--- src/rtl/l1_msg_pkg.sv ---
// Shared message codes, FSM state encoding and line-width helper for the
// L1 cache <-> memory bus adapter.
package l1_msg_pkg;

  localparam logic [3:0] NO_REQ     = 4'd0;
  localparam logic [3:0] R_REQ      = 4'd1;
  localparam logic [3:0] WB_REQ     = 4'd2;
  localparam logic [3:0] FLUSH_REQ  = 4'd3;
  localparam logic [3:0] MEM_NO_MSG = 4'd0;
  localparam logic [3:0] MEM_RESP   = 4'd4;

  typedef enum logic [2:0] {
    IDLE      = 3'd0,
    ISSUE     = 3'd1,
    WAIT_RESP = 3'd2,
    RESPOND   = 3'd3,
    RELEASE   = 3'd4
  } state_t;

  function automatic int cache_width(input int data_width, input int offset_bits);
    return data_width << offset_bits;
  endfunction

endpackage

--- src/rtl/l1_mem_bus_adapter.sv ---
// Bridges the L1 cache message port to a single-beat valid/ready line port.
// Optional perf counters are built when L1_MEM_BUS_ADAPTER_PERF_EN is defined.
//
// state     | meaning
// IDLE      | sampling cache2mem_msg for a new request
// ISSUE     | request beat valid, waiting for mem_req_ready
// WAIT_RESP | beat accepted, waiting for the mem_resp_valid pulse
// RESPOND   | MEM_RESP presented until the cache drops to NO_REQ
// RELEASE   | one cycle of MEM_NO_MSG before returning to IDLE
module l1_mem_bus_adapter
  import l1_msg_pkg::*;
#(
  parameter int DATA_WIDTH        = 32,
  parameter int CACHE_OFFSET_BITS = 2,
  parameter int ADDRESS_BITS      = 32,
  parameter int MSG_BITS          = 4,
  localparam int CACHE_WIDTH      = cache_width(DATA_WIDTH, CACHE_OFFSET_BITS)
) (
  input  logic                    clock,
  input  logic                    reset,
  input  logic [MSG_BITS-1:0]     cache2mem_msg,
  input  logic [ADDRESS_BITS-1:0] cache2mem_address,
  input  logic [CACHE_WIDTH-1:0]  cache2mem_data,
  output logic [MSG_BITS-1:0]     mem2cache_msg,
  output logic [ADDRESS_BITS-1:0] mem2cache_address,
  output logic [CACHE_WIDTH-1:0]  mem2cache_data,
  output logic                    mem_req_valid,
  input  logic                    mem_req_ready,
  output logic                    mem_req_write,
  output logic [ADDRESS_BITS-1:0] mem_req_address,
  output logic [CACHE_WIDTH-1:0]  mem_req_data,
  input  logic                    mem_resp_valid,
  input  logic [CACHE_WIDTH-1:0]  mem_resp_data
`ifdef L1_MEM_BUS_ADAPTER_PERF_EN
  ,
  output logic [31:0]             perf_reads,
  output logic [31:0]             perf_writes
`endif
);

  localparam int OFF_BITS = CACHE_OFFSET_BITS + $clog2(DATA_WIDTH / 8);
  localparam logic [ADDRESS_BITS-1:0] ADDR_MASK =
    ~((ADDRESS_BITS'(1) << OFF_BITS) - ADDRESS_BITS'(1));

  localparam logic [MSG_BITS-1:0] M_NO_REQ   = MSG_BITS'(NO_REQ);
  localparam logic [MSG_BITS-1:0] M_R_REQ    = MSG_BITS'(R_REQ);
  localparam logic [MSG_BITS-1:0] M_WB_REQ   = MSG_BITS'(WB_REQ);
  localparam logic [MSG_BITS-1:0] M_FLUSH    = MSG_BITS'(FLUSH_REQ);
  localparam logic [MSG_BITS-1:0] M_NO_MSG   = MSG_BITS'(MEM_NO_MSG);
  localparam logic [MSG_BITS-1:0] M_RESP     = MSG_BITS'(MEM_RESP);

  state_t                  state_q, state_d;
  logic                    req_valid_q, req_valid_d;
  logic                    wr_q, wr_d;
  logic [ADDRESS_BITS-1:0] addr_q, addr_d;
  logic [CACHE_WIDTH-1:0]  data_q, data_d;
  logic [MSG_BITS-1:0]     resp_msg_q, resp_msg_d;
  logic [ADDRESS_BITS-1:0] resp_addr_q, resp_addr_d;
  logic [CACHE_WIDTH-1:0]  resp_data_q, resp_data_d;
  logic                    is_req;
  logic                    is_wr;

  always_ff @(posedge clock or negedge reset) begin
    if (!reset) begin
      state_q     <= IDLE;
      req_valid_q <= 1'b0;
      wr_q        <= 1'b0;
      addr_q      <= '0;
      data_q      <= '0;
      resp_msg_q  <= M_NO_MSG;
      resp_addr_q <= '0;
      resp_data_q <= '0;
    end else begin
      state_q     <= state_d;
      req_valid_q <= req_valid_d;
      wr_q        <= wr_d;
      addr_q      <= addr_d;
      data_q      <= data_d;
      resp_msg_q  <= resp_msg_d;
      resp_addr_q <= resp_addr_d;
      resp_data_q <= resp_data_d;
    end
  end

  always_comb begin
    state_d     = state_q;
    req_valid_d = req_valid_q;
    wr_d        = wr_q;
    addr_d      = addr_q;
    data_d      = data_q;
    resp_msg_d  = resp_msg_q;
    resp_addr_d = resp_addr_q;
    resp_data_d = resp_data_q;
    is_req      = (cache2mem_msg == M_R_REQ) || (cache2mem_msg == M_WB_REQ) ||
                  (cache2mem_msg == M_FLUSH);
    is_wr       = (cache2mem_msg != M_R_REQ);

    unique case (state_q)
      IDLE: begin
        if (is_req) begin
          wr_d        = is_wr;
          addr_d      = cache2mem_address & ADDR_MASK;
          // Reads never carry line data onto the bus.
          data_d      = is_wr ? cache2mem_data : '0;
          req_valid_d = 1'b1;
          state_d     = ISSUE;
        end
      end
      ISSUE: begin
        if (mem_req_ready) begin
          req_valid_d = 1'b0;
          state_d     = WAIT_RESP;
        end
      end
      WAIT_RESP: begin
        if (mem_resp_valid) begin
          resp_msg_d  = M_RESP;
          resp_addr_d = addr_q;
          resp_data_d = wr_q ? '0 : mem_resp_data;
          state_d     = RESPOND;
        end
      end
      RESPOND: begin
        if (cache2mem_msg == M_NO_REQ) begin
          resp_msg_d  = M_NO_MSG;
          resp_addr_d = '0;
          resp_data_d = '0;
          state_d     = RELEASE;
        end
      end
      RELEASE: state_d = IDLE;
      default: state_d = IDLE;
    endcase
  end

  assign mem_req_valid     = req_valid_q;
  assign mem_req_write     = wr_q;
  assign mem_req_address   = addr_q;
  assign mem_req_data      = data_q;
  assign mem2cache_msg     = resp_msg_q;
  assign mem2cache_address = resp_addr_q;
  assign mem2cache_data    = resp_data_q;

`ifdef L1_MEM_BUS_ADAPTER_PERF_EN
  logic [31:0] perf_reads_q, perf_writes_q;
  logic        hs;

  assign hs = (state_q == ISSUE) && req_valid_q && mem_req_ready;

  always_ff @(posedge clock or negedge reset) begin
    if (!reset) begin
      perf_reads_q  <= '0;
      perf_writes_q <= '0;
    end else if (hs) begin
      if (wr_q) perf_writes_q <= perf_writes_q + 32'd1;
      else      perf_reads_q  <= perf_reads_q + 32'd1;
    end
  end

  assign perf_reads  = perf_reads_q;
  assign perf_writes = perf_writes_q;
`endif

endmodule

--- config.mk ---
export PLATFORM = sky130hd
export DESIGN_NAME = l1_mem_bus_adapter
export DESIGN_NICKNAME = d
export VERILOG_FILES = /design/src/rtl/l1_msg_pkg.sv /design/src/rtl/l1_mem_bus_adapter.sv
export SDC_FILE = /design/constraint.sdc
export NUM_CORES = 1
export LEC_CHECK = 0
export ABC_CLOCK_PERIOD_IN_PS = 1530
export CORE_AREA = 2 2 239 241
export CTS_CLUSTER_SIZE = 25
export DETAILED_ROUTE_END_ITERATION = 8
export DIE_AREA = 0 0 241 243
export SLEW_MARGIN = 20
export SYNTH_ARGS = -nofsm -noshare
export SYNTH_HDL_FRONTEND = slang
export SYNTH_SLANG_ARGS = --single-unit
--- constraint.sdc ---
create_clock -name clock -period 1.53 [get_ports clock]
set_input_delay 0.2295 -clock clock [delete_from_list [all_inputs] [get_ports clock]]
set_output_delay 0.2295 -clock clock [all_outputs]
set_load 0.1 [all_outputs]
Word-level counts from Yosys, hierarchy flattened --
Index checks and enable logic that the tools add are counted.
Operators by class: equal/unequal tests 11, reductions and logical operators 10, multiplexer cells 19
Operators with widths (number):
- two-way mux 128 bit | 4
- one-hot mux 128 bit (2 select lines) | 1
- two-way mux 32 bit | 2
- one-hot mux 32 bit (2 select lines) | 1
- two-way mux 3 bit | 4
- one-hot mux 3 bit (4 select lines) | 1
- equality test 4 x 2 -> 1 bit, second input constant | 2
- two-way mux 4 bit | 2
- inequality test 2 bit, second input constant | 4
- one-hot mux 4 bit (2 select lines) | 1
- equality test 3 x 2 -> 1 bit, second input constant | 2
- AND reduction 3 bit | 2
- equality test 4 x 1 -> 1 bit, second input constant | 1
- logical NOT 4 bit | 1
- inequality test 4 x 1 -> 1 bit, second input constant | 1
- AND reduction 4 bit | 1
- nonzero test 2 bit | 2
- equality test 3 x 1 -> 1 bit, second input constant | 1
- logical NOT 3 bit | 1
- logical OR 1 bit | 2
- two-way mux 1 bit | 2
- one-hot mux 1 bit (2 select lines) | 1
- AND reduction 2 bit | 1
Word-level totals: register bits 325, logic and storage cells 48, output and inout bits 326, input bits 296

Depth between registers and ports, before layout --
word-level depth 5, mapped depth 6, mapped depth without buffers 3

Worst setup path before layout --
OpenSTA, ideal clock, no wires.
kind flip-flop to flip-flop, from register wr_q, in the netlist mem_req_write, to register resp_data_q[8], in the netlist mem2cache_data[8], cell stages (with the launch flop) 5, path buffers 2, setup slack -0.229 ns, arrival time 1.632 ns, path through dfrtp_1 -> clkbuf_1 -> clkbuf_1 -> nand3b_1 -> o21ai_0
On the way: cells in the longest elaborated chain, start to end 3
RTL lines:
- from (decl) | RTL line l1_mem_bus_adapter.sv:54 | logic wr_q, wr_d;
- from (signal assigned) | RTL line l1_mem_bus_adapter.sv:76 | wr_q <= wr_d;
- two-way mux 128 bit | RTL line l1_mem_bus_adapter.sv:119 | resp_data_d = wr_q ? '0 : mem_resp_data;
- two-way mux 128 bit | RTL line l1_mem_bus_adapter.sv:116 | if (mem_resp_valid) begin
- one-hot mux 128 bit (2 select lines) | RTL line l1_mem_bus_adapter.sv:98 | unique case (state_q)
- to (signal assigned) | RTL line l1_mem_bus_adapter.sv:81 | resp_data_q <= resp_data_d;
- to (decl) | RTL line l1_mem_bus_adapter.sv:59 | logic [CACHE_WIDTH-1:0] resp_data_q, resp_data_d;
Every way passes these cells. The select of a mux whose other input is x is not followed. A chain may end at the register's enable or synchronous reset.

Worst setup path after layout --
from register state_q[2], to register resp_data_q[64], in the netlist mem2cache_data[64]
On the way: cells in the longest elaborated chain, start to end 3, elaborated cells on any way between the ends 7, classes of those cells eq/ne (4); mux (1); reduce/logical (2)
RTL lines:
- from (decl) | RTL line l1_mem_bus_adapter.sv:52 | state_t state_q, state_d;
- from (signal assigned) | RTL line l1_mem_bus_adapter.sv:74 | state_q <= state_d;
- equality test 3 x 2 -> 1 bit | RTL line l1_mem_bus_adapter.sv:98
- inequality test 2 bit (no line) / nonzero test 2 bit (equally long branches)
- AND reduction 3 bit (no line)
Parallel ways exist; a longest one is shown, timed or not.

==> impl_metrics.json <==
{
  "critPathMaxFanout": 9,
  "core_sq_mm": 0.05595,
  "drt_iter0_drc": 625,
  "routed_wl_mm": 57.12,
  "portBuffers": 606,
  "final_util_pct": 46.59,
  "clk_pin_slew_ps": 60,
  "final.setup.worst_slack_ps": -76.65,
  "vias": 11473,
  "max_freq_mhz": 622.4,
  "synth_cells": 1076,
  "synth-compound-area-share_pct": 15.50,
  "synth-xor-area-share_pct": 0,
  "hold_viol": 0,
  "ant_nets": 0,
  "area_growth_syn_to_layout_pct": 103.5,
  "fin_area_sq_mm": 0.02607,
  "worstSetupStartpointType": "flip-flop",
  "cts_tree": "built",
  "die-area_sq_mm": 0.05856,
  "path_cells": "and4bb_4 -> buf_12 -> buf_12 -> buf_12 -> buf_12 -> nand3b_1 -> o21ai_1",
  "period_share_pct": 105.0,
  "post-place-ws_ps": -605.1,
  "die_w_um": 241,
  "critPathTopFamily": "buffers and inverters",
  "slew_viol_final": 0,
  "die_h_um": 243,
  "endpoint_kind": "flip-flop",
  "globalRouteTotalUtil_pct": 17.94,
  "synth_fa_ha_area_share_pct": 0,
  "clk_latency_ps": 550,
  "cpPeakStageDelay_ps": 440,
  "cts.htree.levels": 2,
  "r2r_setup_slack_ps": -80,
  "critPathBufInv": 4,
  "yosysSeqAreaShare_pct": 62.11,
  "cts_root_buffer": "clkbuf_16",
  "dp_hpwl_mm": 37.37,
  "outcome": "finished with violations",
  "ios": 622,
  "dpl_cell_area_sq_mm": 0.02333,
  "grt-ovfl-total": 0,
  "register_area_sq_mm": 0.007965,
  "fillCellCount": 4972,
  "grt_pass1_vias": 12060,
  "rows": 87,
  "initial_core_util_pct": 22.90,
  "grt_pass1_wl_mm": 79.11,
  "ys.warnings.count": 0,
  "violations": "negative setup slack",
  "worst-setup-path-type": "flip-flop to flip-flop",
  "synth.area.mux_share_pct": 2.461,
  "antenna_found_initial": 4,
  "r2r_cells": 7,
  "cap_violations": 0,
  "fin_worst_skew_ps": 18.01,
  "drc": 0,
  "rsz0062_at_grt": "true",
  "ys_ff_latch": 318,
  "cts_num_sinks": 318,
  "drt_pre_antenna_iters": 5,
  "avgViaCountPerCell": 4.478,
  "finalNetCount": 2076,
  "r2r-end": "mem2cache_data[64]",
  "multi_input_area_sq_mm": 0.004348,
  "critPathSlowestCell": "dfrtp_2",
  "drive_above_1_share_pct": 35.12,
  "synth_top_family_by_area": "compound AO/OA/AOI/OAI gates",
  "gp_congestion": 0.8722,
  "r2r_start": "state_q[2]",
  "worstHoldPathType": "input port to asynchronous set/reset pin",
  "clockBufferDepth": 3,
  "synth_cell_type_count": 35,
  "crit_path_frequent_cell": "buf_12",
  "cp.arrival_ps": 2070,
  "avgSynthCellArea_sq_um": 11.91,
  "period_minus_slack_ps": 1607,
  "wl_per_cell_um": 22.29,
  "grt_max_degree": 72,
  "numCtsBuffers": 39,
  "finalSetupViolCount": 95,
  "syn-cell-area_sq_mm": 0.01281,
  "synth-simple-area-share_pct": 13.90,
  "required_ps": 1990
}
how the worst max path moves through the flow:
stage / startpoint / cells past startpoint / slack [ps] / endpoint
6_report: state_q[2] / 7 / -80 / mem2cache_data[64]
5_1_grt: state_q[2] / 7 / -120 / mem2cache_data[56]
4_1_cts: mem_req_write / 2 / -90 / mem_req_write
3_5_place_dp: cache2mem_msg[0] / 6 / -610 / mem2cache_data[78]
3_3_place_gp: cache2mem_msg[0] / 6 / -580 / mem2cache_data[78]
2_1_floorplan: mem_req_write / 4 / 40 / mem2cache_data[8]
flip-flops by register name (all words and copies together) (netlist names):
signal             flops
mem_req_data         128
mem2cache_msg          1
mem_req_address       28
mem2cache_address     28
mem_req_valid          1
state_q                3
mem2cache_data       128
mem_req_write          1
area by class of cell:
cell class / instances / area share (%)
repair buffers: 762 / 44.29
flip-flops and latches: 318 / 30.56
multi-input cells: 658 / 16.68
clock buffers: 57 / 4.435
well taps: 756 / 3.629
clock inverters: 9 / 0.3888
inverters: 1 / 0.01440
diodes: 1 / 0.009600
logic make-up after synthesis:
group / after synthesis
buffers and inverters: 110
multiplexers: 28
AND/OR/NAND/NOR: 328
AO/OA/AOI/OAI: 291
other: 1
flip-flops: 318
cell usage after synthesis:
master     number  share of area (%)
nand4bb_1       1              0.088
and4b_1         1              0.078
o21ai_2        10               0.68
nand3_1         1              0.039
clkbuf_2        3               0.12
nand2_1       186                5.4
nor4_2          1              0.098
o31ai_1         1              0.059
buf_8           8               0.94
and3_1          1              0.049
buf_4          13               0.76
buf_12          2               0.31
nor2_1          2              0.059
dfrtp_1       318                 62
buf_2          49                1.9
clkbuf_1       18               0.53
conb_1          1              0.029
nor3_4          1               0.13
a21oi_1         2              0.078
or2_2           1              0.049
nand3b_1      128                7.5
inv_1           1              0.029
and3b_1         1              0.068
a22o_1        128                8.8
buf_6          16                1.4
nand3_2         1              0.078
or3b_2          1              0.068
a31o_2          1              0.068
o21ai_1        19               0.74
and4bb_2        1              0.098
mux2_2         28                2.5
o211ai_1        1              0.059
nand2b_1        1              0.049
o21ai_0       128                5.0
a21o_1          1              0.059
placed cells by master, fill, tap and decap left out, types with 2 or more instances in the layout:
cell type,synthesis,layout
buf_8,8,12
a21oi_1,2,2
bufbuf_16,0,2
nand2_1,186,148
buf_6,16,21
dfrtp_1,318,314
nand2_2,0,33
clkbuf_16,0,55
clkdlybuf4s50_1,0,290
buf_4,13,59
clkinv_2,0,5
clkbuf_1,18,9
bufinv_16,0,2
buf_12,2,351
nand2_4,0,5
conb_1,1,11
clkbuf_8,0,7
dfrtp_2,0,3
buf_16,0,12
o21ai_2,10,26
a22o_1,128,128
o21ai_1,19,123
mux2_2,28,28
nor2_1,2,2
o21ai_0,128,8
nand3b_1,128,128
per-layer routing:
layer	share of wire, %	vias to the layer above	routed length [um]	GRT usage [%]
met5	0.028	-	16	0
met1	40	5763	22860	22.02
li1	-	5191	-	-
met2	51	425	28850	30.38
met3	6.8	92	3875	4.651
met4	2.7	2	1519	6.046
repair_timing:
action                                  4_1_cts  5_1_grt
buffers inserted                             27        9
hold buffers                                  1        0
endpoints found under the setup margin      291      301
endpoints found under the hold margin       185        0
cloned                                       12       22
resized for setup                           117      129
pin swaps                                    57       34
through the flow:
stage,hold slack [ps],std cells,setup TNS (ps)
after floorplan,-66.09,1086,0
after global placement,160.8,2430,-144660
after detailed placement,161.4,2430,-149000
after CTS,157.7,2536,-4467
after global routing,183.9,2562,-12600
final,181.4,2562,-2773
Power is not shown: default switching activity piles up to over one toggle a cycle in this logic, so the estimate is an artifact.
